<file path="config.mk">
export PLATFORM = sky130hd
export DESIGN_NAME = serial_mag_comp_ctrl
export DESIGN_NICKNAME = d
export VERILOG_FILES = /design/src/rtl/serial_mag_comp_ctrl.sv
export SDC_FILE = /design/constraint.sdc
export NUM_CORES = 1
export LEC_CHECK = 0
export CORE_MARGIN = 2
export CORE_UTILIZATION = 44
export CTS_CLUSTER_DIAMETER = 120
export DETAILED_ROUTE_END_ITERATION = 16
export PLACE_DENSITY = 0.81
export RECOVER_POWER = 25
export SLEW_MARGIN = 20
export SYNTH_ARGS = -nofsm -noshare
export SYNTH_HDL_FRONTEND = slang
export SYNTH_SLANG_ARGS = --single-unit
</file>
<file path="constraint.sdc">
create_clock -name clk -period 2.3 [get_ports clk]
set_clock_uncertainty 0.15 [all_clocks]
set_input_delay 0.345 -clock clk [delete_from_list [all_inputs] [get_ports clk]]
set_output_delay 0.345 -clock clk [all_outputs]
set_load 0.02 [all_outputs]
</file>
<file path="src/rtl/serial_mag_comp_ctrl.sv">
// serial_mag_comp_ctrl
//
// Bit-serial unsigned magnitude comparator. Operands are captured on a start
// handshake, then one bit pair per clock is examined MSB first through a
// single 1-bit compare stage. The walk stops at the first differing bit, or
// at bit 0 for equal operands. The result is reported on lt/eq/gt with a
// one-cycle done pulse. This trades latency for area compared with a
// full-width comparator tree, which matters for wide operands.
//
// Parameters:
//   WIDTH  operand width in bits (2 or more)
//   CW     width of nbits; derived from WIDTH and not meant to be overridden
//
// Ports:
//   clk    rising-edge clock
//   rst    asynchronous active-high reset
//   start  request; sampled only while busy is low
//   a, b   operands; captured on the accepting edge
//   busy   high while a comparison is in progress
//   done   one-cycle pulse when a new result is valid
//   lt     A < B, held until the next result
//   eq     A == B, held until the next result
//   gt     A > B, held until the next result
//   nbits  bit positions examined for the last result (1..WIDTH), held

module serial_mag_comp_ctrl #(
  parameter int unsigned WIDTH = 8,
  parameter int unsigned CW    = $clog2(WIDTH + 1)
) (
  input  logic             clk,
  input  logic             rst,
  input  logic             start,
  input  logic [WIDTH-1:0] a,
  input  logic [WIDTH-1:0] b,
  output logic             busy,
  output logic             done,
  output logic             lt,
  output logic             eq,
  output logic             gt,
  output logic [CW-1:0]    nbits
);

  localparam int unsigned IW = (WIDTH > 1) ? $clog2(WIDTH) : 1;

  typedef enum logic [0:0] {
    StIdle,
    StRun
  } state_e;

  state_e           state_q, state_d;
  logic [WIDTH-1:0] ra_q, ra_d;
  logic [WIDTH-1:0] rb_q, rb_d;
  logic [IW-1:0]    idx_q, idx_d;
  logic             done_q, done_d;
  logic             lt_q, lt_d;
  logic             eq_q, eq_d;
  logic             gt_q, gt_d;
  logic [CW-1:0]    nbits_q, nbits_d;

  // The single 1-bit compare stage, shared by every bit position.
  logic bit_a, bit_b;
  logic bit_lt, bit_gt, bit_eq;

  assign bit_a  = ra_q[idx_q];
  assign bit_b  = rb_q[idx_q];
  assign bit_lt = ~bit_a & bit_b;
  assign bit_gt = bit_a & ~bit_b;
  assign bit_eq = ~(bit_a ^ bit_b);

  // Next-state logic
  always_comb begin
    state_d = state_q;
    ra_d    = ra_q;
    rb_d    = rb_q;
    idx_d   = idx_q;
    done_d  = 1'b0;
    lt_d    = lt_q;
    eq_d    = eq_q;
    gt_d    = gt_q;
    nbits_d = nbits_q;

    unique case (state_q)
      StIdle: begin
        // Accepting a request leaves the previous result visible.
        if (start) begin
          ra_d    = a;
          rb_d    = b;
          idx_d   = IW'(WIDTH - 1);
          state_d = StRun;
        end
      end

      StRun: begin
        // Finish at the first differing bit, or at bit 0 when all bits match.
        // idx therefore never wraps below zero.
        if (!bit_eq || (idx_q == '0)) begin
          done_d  = 1'b1;
          lt_d    = bit_lt;
          gt_d    = bit_gt;
          eq_d    = bit_eq;
          // Bits WIDTH-1 down to idx inclusive have been examined.
          nbits_d = CW'(WIDTH) - CW'(idx_q);
          state_d = StIdle;
        end else begin
          idx_d = idx_q - 1'b1;
        end
      end

      default: begin
        state_d = StIdle;
      end
    endcase
  end

  // State registers. Reset discards any in-flight comparison.
  always_ff @(posedge clk or posedge rst) begin
    if (rst) begin
      state_q <= StIdle;
      ra_q    <= '0;
      rb_q    <= '0;
      idx_q   <= '0;
      done_q  <= 1'b0;
      lt_q    <= 1'b0;
      eq_q    <= 1'b0;
      gt_q    <= 1'b0;
      nbits_q <= '0;
    end else begin
      state_q <= state_d;
      ra_q    <= ra_d;
      rb_q    <= rb_d;
      idx_q   <= idx_d;
      done_q  <= done_d;
      lt_q    <= lt_d;
      eq_q    <= eq_d;
      gt_q    <= gt_d;
      nbits_q <= nbits_d;
    end
  end

  // All outputs come straight from registers.
  // busy drops on the same edge that raises done.
  assign busy  = (state_q == StRun);
  assign done  = done_q;
  assign lt    = lt_q;
  assign eq    = eq_q;
  assign gt    = gt_q;
  assign nbits = nbits_q;

endmodule

</file>
## Word level (Yosys, flattened, before mapping)

Index checks and enable logic that the tools add are counted.

| operators by class | value |
|---|---|
| add/subtract/negate cells | 2 |
| magnitude comparators | 1 |
| eq/ne operators | 2 |
| multiplexer cells | 12 |
| bitwise logic cells | 7 |
| reduce and logical (&&, ||, !) cells | 5 |

Operators by type and width:

| operator | number |
|---|---|
| $bmux W1 S3 | 2 |
| $mux W1 | 6 |
| $mux W3 | 2 |
| $pmux W3 S2 | 1 |
| $reduce_and A2 Y1 | 3 |
| $lt A3 B4 Y1 const B | 1 |
| $ne A2 B2 Y1 const B | 2 |
| $not A1 Y1 | 4 |
| $sub A4 B3 Y4 const A | 1 |
| $logic_not A3 Y1 | 1 |
| $sub A3 B1 Y3 const B | 1 |
| $and A1 B1 Y1 | 2 |
| $pmux W1 S2 | 1 |
| $logic_or A1 B1 Y1 | 1 |
| $xor A1 B1 Y1 | 1 |

| storage, ports and cells | value |
|---|---|
| register bits after elaboration | 28 |
| input bits | 19 |
| output and inout bits | 9 |

## Logic depth before layout (Yosys ltp)

| logic depth | value |
|---|---|
| depth after elaboration | 6 |
| depth in mapped cells | 8 |
| gate-level depth less buffers | 7 |

## Least setup slack after synthesis

OpenSTA, ideal clock, no wires.

| path | value |
|---|---|
| kind | flip-flop to flip-flop |
| from | register idx_q[0] |
| to | register eq_q (netlist: eq) |
| setup time | 125 ps |
| arrival | 2097 ps |
| data required time | 2025 ps |
| path slack | -72 ps |
| stages on the path, launching flop included | 9 |
| path buffers | 1 |
| period minus slack after synthesis | 2372 ps |
| cell sequence | dfrtp_1 > buf_6 > mux4_1 > nand2_1 > nand2_1 > ha_1 > inv_1 > o21ai_2 > mux2_2 |

RTL lines:

| item | line | source |
|---|---|---|
| start: declaration | 53 | `logic [IW-1:0] idx_q, idx_d;` |
| start signal: assignment | 131 | `idx_q <= idx_d;` |
| $bmux W1 S3 (on tied branches) | 64, 65 |  |
| $mux W1 (on tied branches) | 64, 65 |  |
| $xor A1 B1 Y1 (*) | 68 | `assign bit_eq = ~(bit_a ^ bit_b);` |
| $not A1 Y1 (*) | 68 |  |
| net bit_eq | 62 | `logic bit_lt, bit_gt, bit_eq;` |
| end signal: assignment | 134 | `eq_q <= eq_d;` |
| end: declaration | 56 | `logic eq_q, eq_d;` |

Mark *: on every way through the listed nets, which the timed path passes. The rest lies on a longest branch. The select of a mux whose other input is x is not followed.
A chain may end at the register's enable or synchronous reset.

## Worst setup path after layout

| path | value |
|---|---|
| from | register idx_q[0] |
| to | register nbits_q[1] (netlist: nbits[1]) |

| between the ends | value |
|---|---|
| word-level cells in the longest chain between the ends | 5 |

Ends and longest elaborated chain:

| item | line | source |
|---|---|---|
| $bmux W1 S3 (on tied branches) | 64, 65 |  |
| $mux W1 (on tied branches) | 64, 65 |  |
| $xor A1 B1 Y1 | 68 |  |
| $logic_or A1 B1 Y1 | 96 | `if (!bit_eq \|\| (idx_q == '0)) begin` |
| $reduce_and A2 Y1 (no line) | n/a |  |
| end signal: assignment | 136 | `nbits_q <= nbits_d;` |
| end: declaration | 58 | `logic [CW-1:0] nbits_q, nbits_d;` |

Parallel ways exist; a longest one is shown, timed or not. The select of a mux whose other input is x is not followed.

==> out/qor.yml <==
status:
  status: "finished, violations left"
  violations: "setup timing"
critical_path:
  startpoint_type: "register"
  crit_arrival_ps: 2390
  reg2reg_to: "nbits[1]$_DFFE_PP0P_"
  crit_required_ps: 2370
  worstRegToRegCells: 8
  critPathMaxFanout: 5
  worstReg2RegStart: "idx_q[0]$_DFFE_PP0P_"
  r2r_setup_slack_ps: -30
  slowest_delay_ps: 520
  worstSetupPathType: "register to register"
  endpoint_kind: "register"
  slowest_stage: "mux4_2"
  path_cells: "mux4_2, nand2_2, nand2_2, ha_4, inv_4, o21ai_4, buf_6, mux2_4"
  critPathMostFrequentCell: "nand2_2"
floorplanning:
  die_width_um: 58.1
  start_util: 0.463
  coreArea_um2: 2780
  pin_count: 28
  fp-row-count: 19
  die_y_um: 58.1
  dieArea_um2: 3380
routing:
  vias_per_cell: 5.25
  remaining_drc_errors: 0
  drt_iter0_markers: 20
  wl_met3_um: 128
  top_layer: "met4"
  wire_per_inst_um: 14.5
  drtPass1Iterations: 4
  ant_nets: 0
  wl_met2_mm: 1.12
  wl_met1_um: 988
  drt-total-wl_mm: 2.25
  dr_total_vias: 813
place:
  dp.cells: 147
  place_hpwl_mm: 1.66
  port_buffers: 27
  place.gp.congestion: 0.772
sta:
  fmax_ghz: 0.430
  rsz0062_at_grt: "yes"
  max_slew_margin: 0.0327
  fin_setup_tns_ps: -90.9
  worst-slew-pin-transition_ps: 1450
  finalCriticalPeriod_ps: 2330
  hold_viol_final: 0
  fin_crit_sh: 1.01
  setup_violations: 5
  timing.final.ws_setup_ps: -26.0
  drv_slew: 0
power_and_ir_drop:
  p_per_area_nw_per_um2: 1700
  max-vdd-ir-drop_mv: 1.53
  p_leak_nw: 0.789
  total_power_mw: 2.96
clocking:
  root_buffer: "clkbuf_4"
  clk-insertion-delay-late_ps: 320
  clock-sinks: 28
  h-tree-depth: 1
  cts_tree: "yes"
  cts_buffer_depth: 2
  numCtsBuffers: 3
  clk_pin_slew_ps: 140
  postCtsHoldBufs: 0
cells_and_area:
  n_antenna_cell: 0
  drive_above_1_share: 0.395
  nNetsFinal: 149
  finalNonFillerCells: 155
  area_growth_pct: 35.0
yosys:
  ys_seq_elements: 28
  synth_ff_type: "dfrtp_1"
  yosys-top-cells-area: "dfrtp_1 (54%), mux2_2 (20%), mux4_1 (8.2%)"
  netlist_instances: 89
  yosys_warnings: 0
  synth_top_family_by_area: "multiplexers"
  synth.top_cell.area_share: 0.544
  synth_common_cells: "dfrtp_1 (28), mux2_2 (23), inv_1 (6), nand2_1 (6), ha_1 (5)"
  yosysMostFrequentCell: "dfrtp_1"
  synth_edf_count: 0
  syn_nets: 113
  synth_mux_area_frac: 0.283
  async_reset_ff_frac: 1.00
  synth_xor_xnor_area_share: 0
  synth-simple-area-share: 0.0544
  synth_compound_area_frac: 0.0320
  ys_types: 20
  yosysSeqAreaShare: 0.544
  synth_area_um2: 1290
  synth_fa_ha_area_frac: 0.0485
  synth.avg_cell_area_um2: 14.5
  synth_top_area_cell: "dfrtp_1"
hold_path:
  whs_endpoint: "gt$_DFFE_PP0P_"
  worstHoldStart: "gt$_DFFE_PP0P_"
  worstHoldPathCells: 1
  hold_path.class: "register to register"
global_routing:
  grt_pass1_wl_mm: 3.94
  grt_max_degree: 29
  gr-usage-all-layers: 0.152
  first_global_vias: 874
  grt_overflow: 0
  antenna_found_initial: 0
job:
  maxCapViolCount: 0
-- layout by cell type (no fill, tap or decap), types with 2 or more instances in the layout --
cell type and n:
nand2_2 5, clkbuf_4 3, o21ai_1 2, dfrtp_1 27
mux2_4 7, clkdlybuf4s50_1 27, buf_4 5, buf_6 2
inv_1 5, ha_1 4, and3b_1 2, mux2_2 16
mux4_2 4
-- what timing repair did --
| item | 4_1_cts | 5_1_grt |
|---|---|---|
| setup buffers | 4 | 0 |
| pin swaps | 5 | 1 |
| gates resized for setup | 23 | 3 |
| setup endpoints to repair | 11 | 9 |
-- metrics by stage --
| step | setup WS, ps | instance area (um2) | utilization | hold WS (ps) |
|---|---|---|---|---|
| floorplan | 4.95 | 1300 | - | 260 |
| global placement | -121 | 1610 | 0.578 | 334 |
| detailed placement | -172 | 1610 | 0.578 | 344 |
| CTS | -13.6 | 1740 | 0.626 | 234 |
| global route | -103 | 1740 | 0.625 | 400 |
| finish | -26.0 | 1740 | 0.625 | 374 |
-- final cells by class --
cell class / instances / area [um2]
well taps: 31 / 38.8
flip-flops and latches: 28 / 702
repair buffers: 35 / 334
inverters: 6 / 25.0
clock buffers: 3 / 22.5
clock inverters: 1 / 30.0
fillers: 222 / 1040
multi-input cells: 51 / 587
-- registers in the layout, summed over array words and instances, names as in the netlist --
signal	cells
ra_q	8
rb_q	8
nbits	4
idx_q	3
busy	1
done	1
eq	1
gt	1
lt	1
-- how the worst max path moves through the flow --
stage / cells after the start / to / slack (ps) / startpoint
3_5_place_dp: 7 / nbits[1]$_DFFE_PP0P_ / -170 / idx_q[0]$_DFFE_PP0P_
6_report: 8 / nbits[1]$_DFFE_PP0P_ / -30 / idx_q[0]$_DFFE_PP0P_
3_3_place_gp: 7 / nbits[3]$_DFFE_PP0P_ / -120 / idx_q[0]$_DFFE_PP0P_
2_1_floorplan: 8 / eq$_DFFE_PP0P_ / 5 / idx_q[0]$_DFFE_PP0P_
4_1_cts: 8 / nbits[1]$_DFFE_PP0P_ / -10 / idx_q[0]$_DFFE_PP0P_
5_1_grt: 8 / nbits[1]$_DFFE_PP0P_ / -100 / idx_q[0]$_DFFE_PP0P_
-- power by group --
part | total [mW] | internal [mW] | switching, mW
Clock | 0.310 | 0.176 | 0.134
Sequential | 0.916 | 0.738 | 0.178
Combinational | 1.74 | 1.05 | 0.685
Total | 2.96 | 1.97 | 0.998
-- critical path: cells and delay by family, from the launching register on --
family,cells,cell delay [ps]
multiplexers,2,820
buffers and inverters,2,180
flip-flops,1,460
AO/OA/AOI/OAI,1,150
AND/OR/NAND/NOR,2,170
adder cells (fa/ha/maj),1,290
-- cell families after synthesis --
kind of cell | Yosys count
simple gates | 13
flops | 28
fa+ha+maj | 5
buf+inv | 10
compound gates | 6
mux | 27
-- per-layer routing --
metal | track usage | vias to the layer above
met2 | 0.269 | 24
met3 | 0.0402 | 2
met5 | 0 | -
li1 | - | 384
met4 | 0.0199 | 0
met1 | 0.191 | 403
Power figures use the tool's default switching activity.
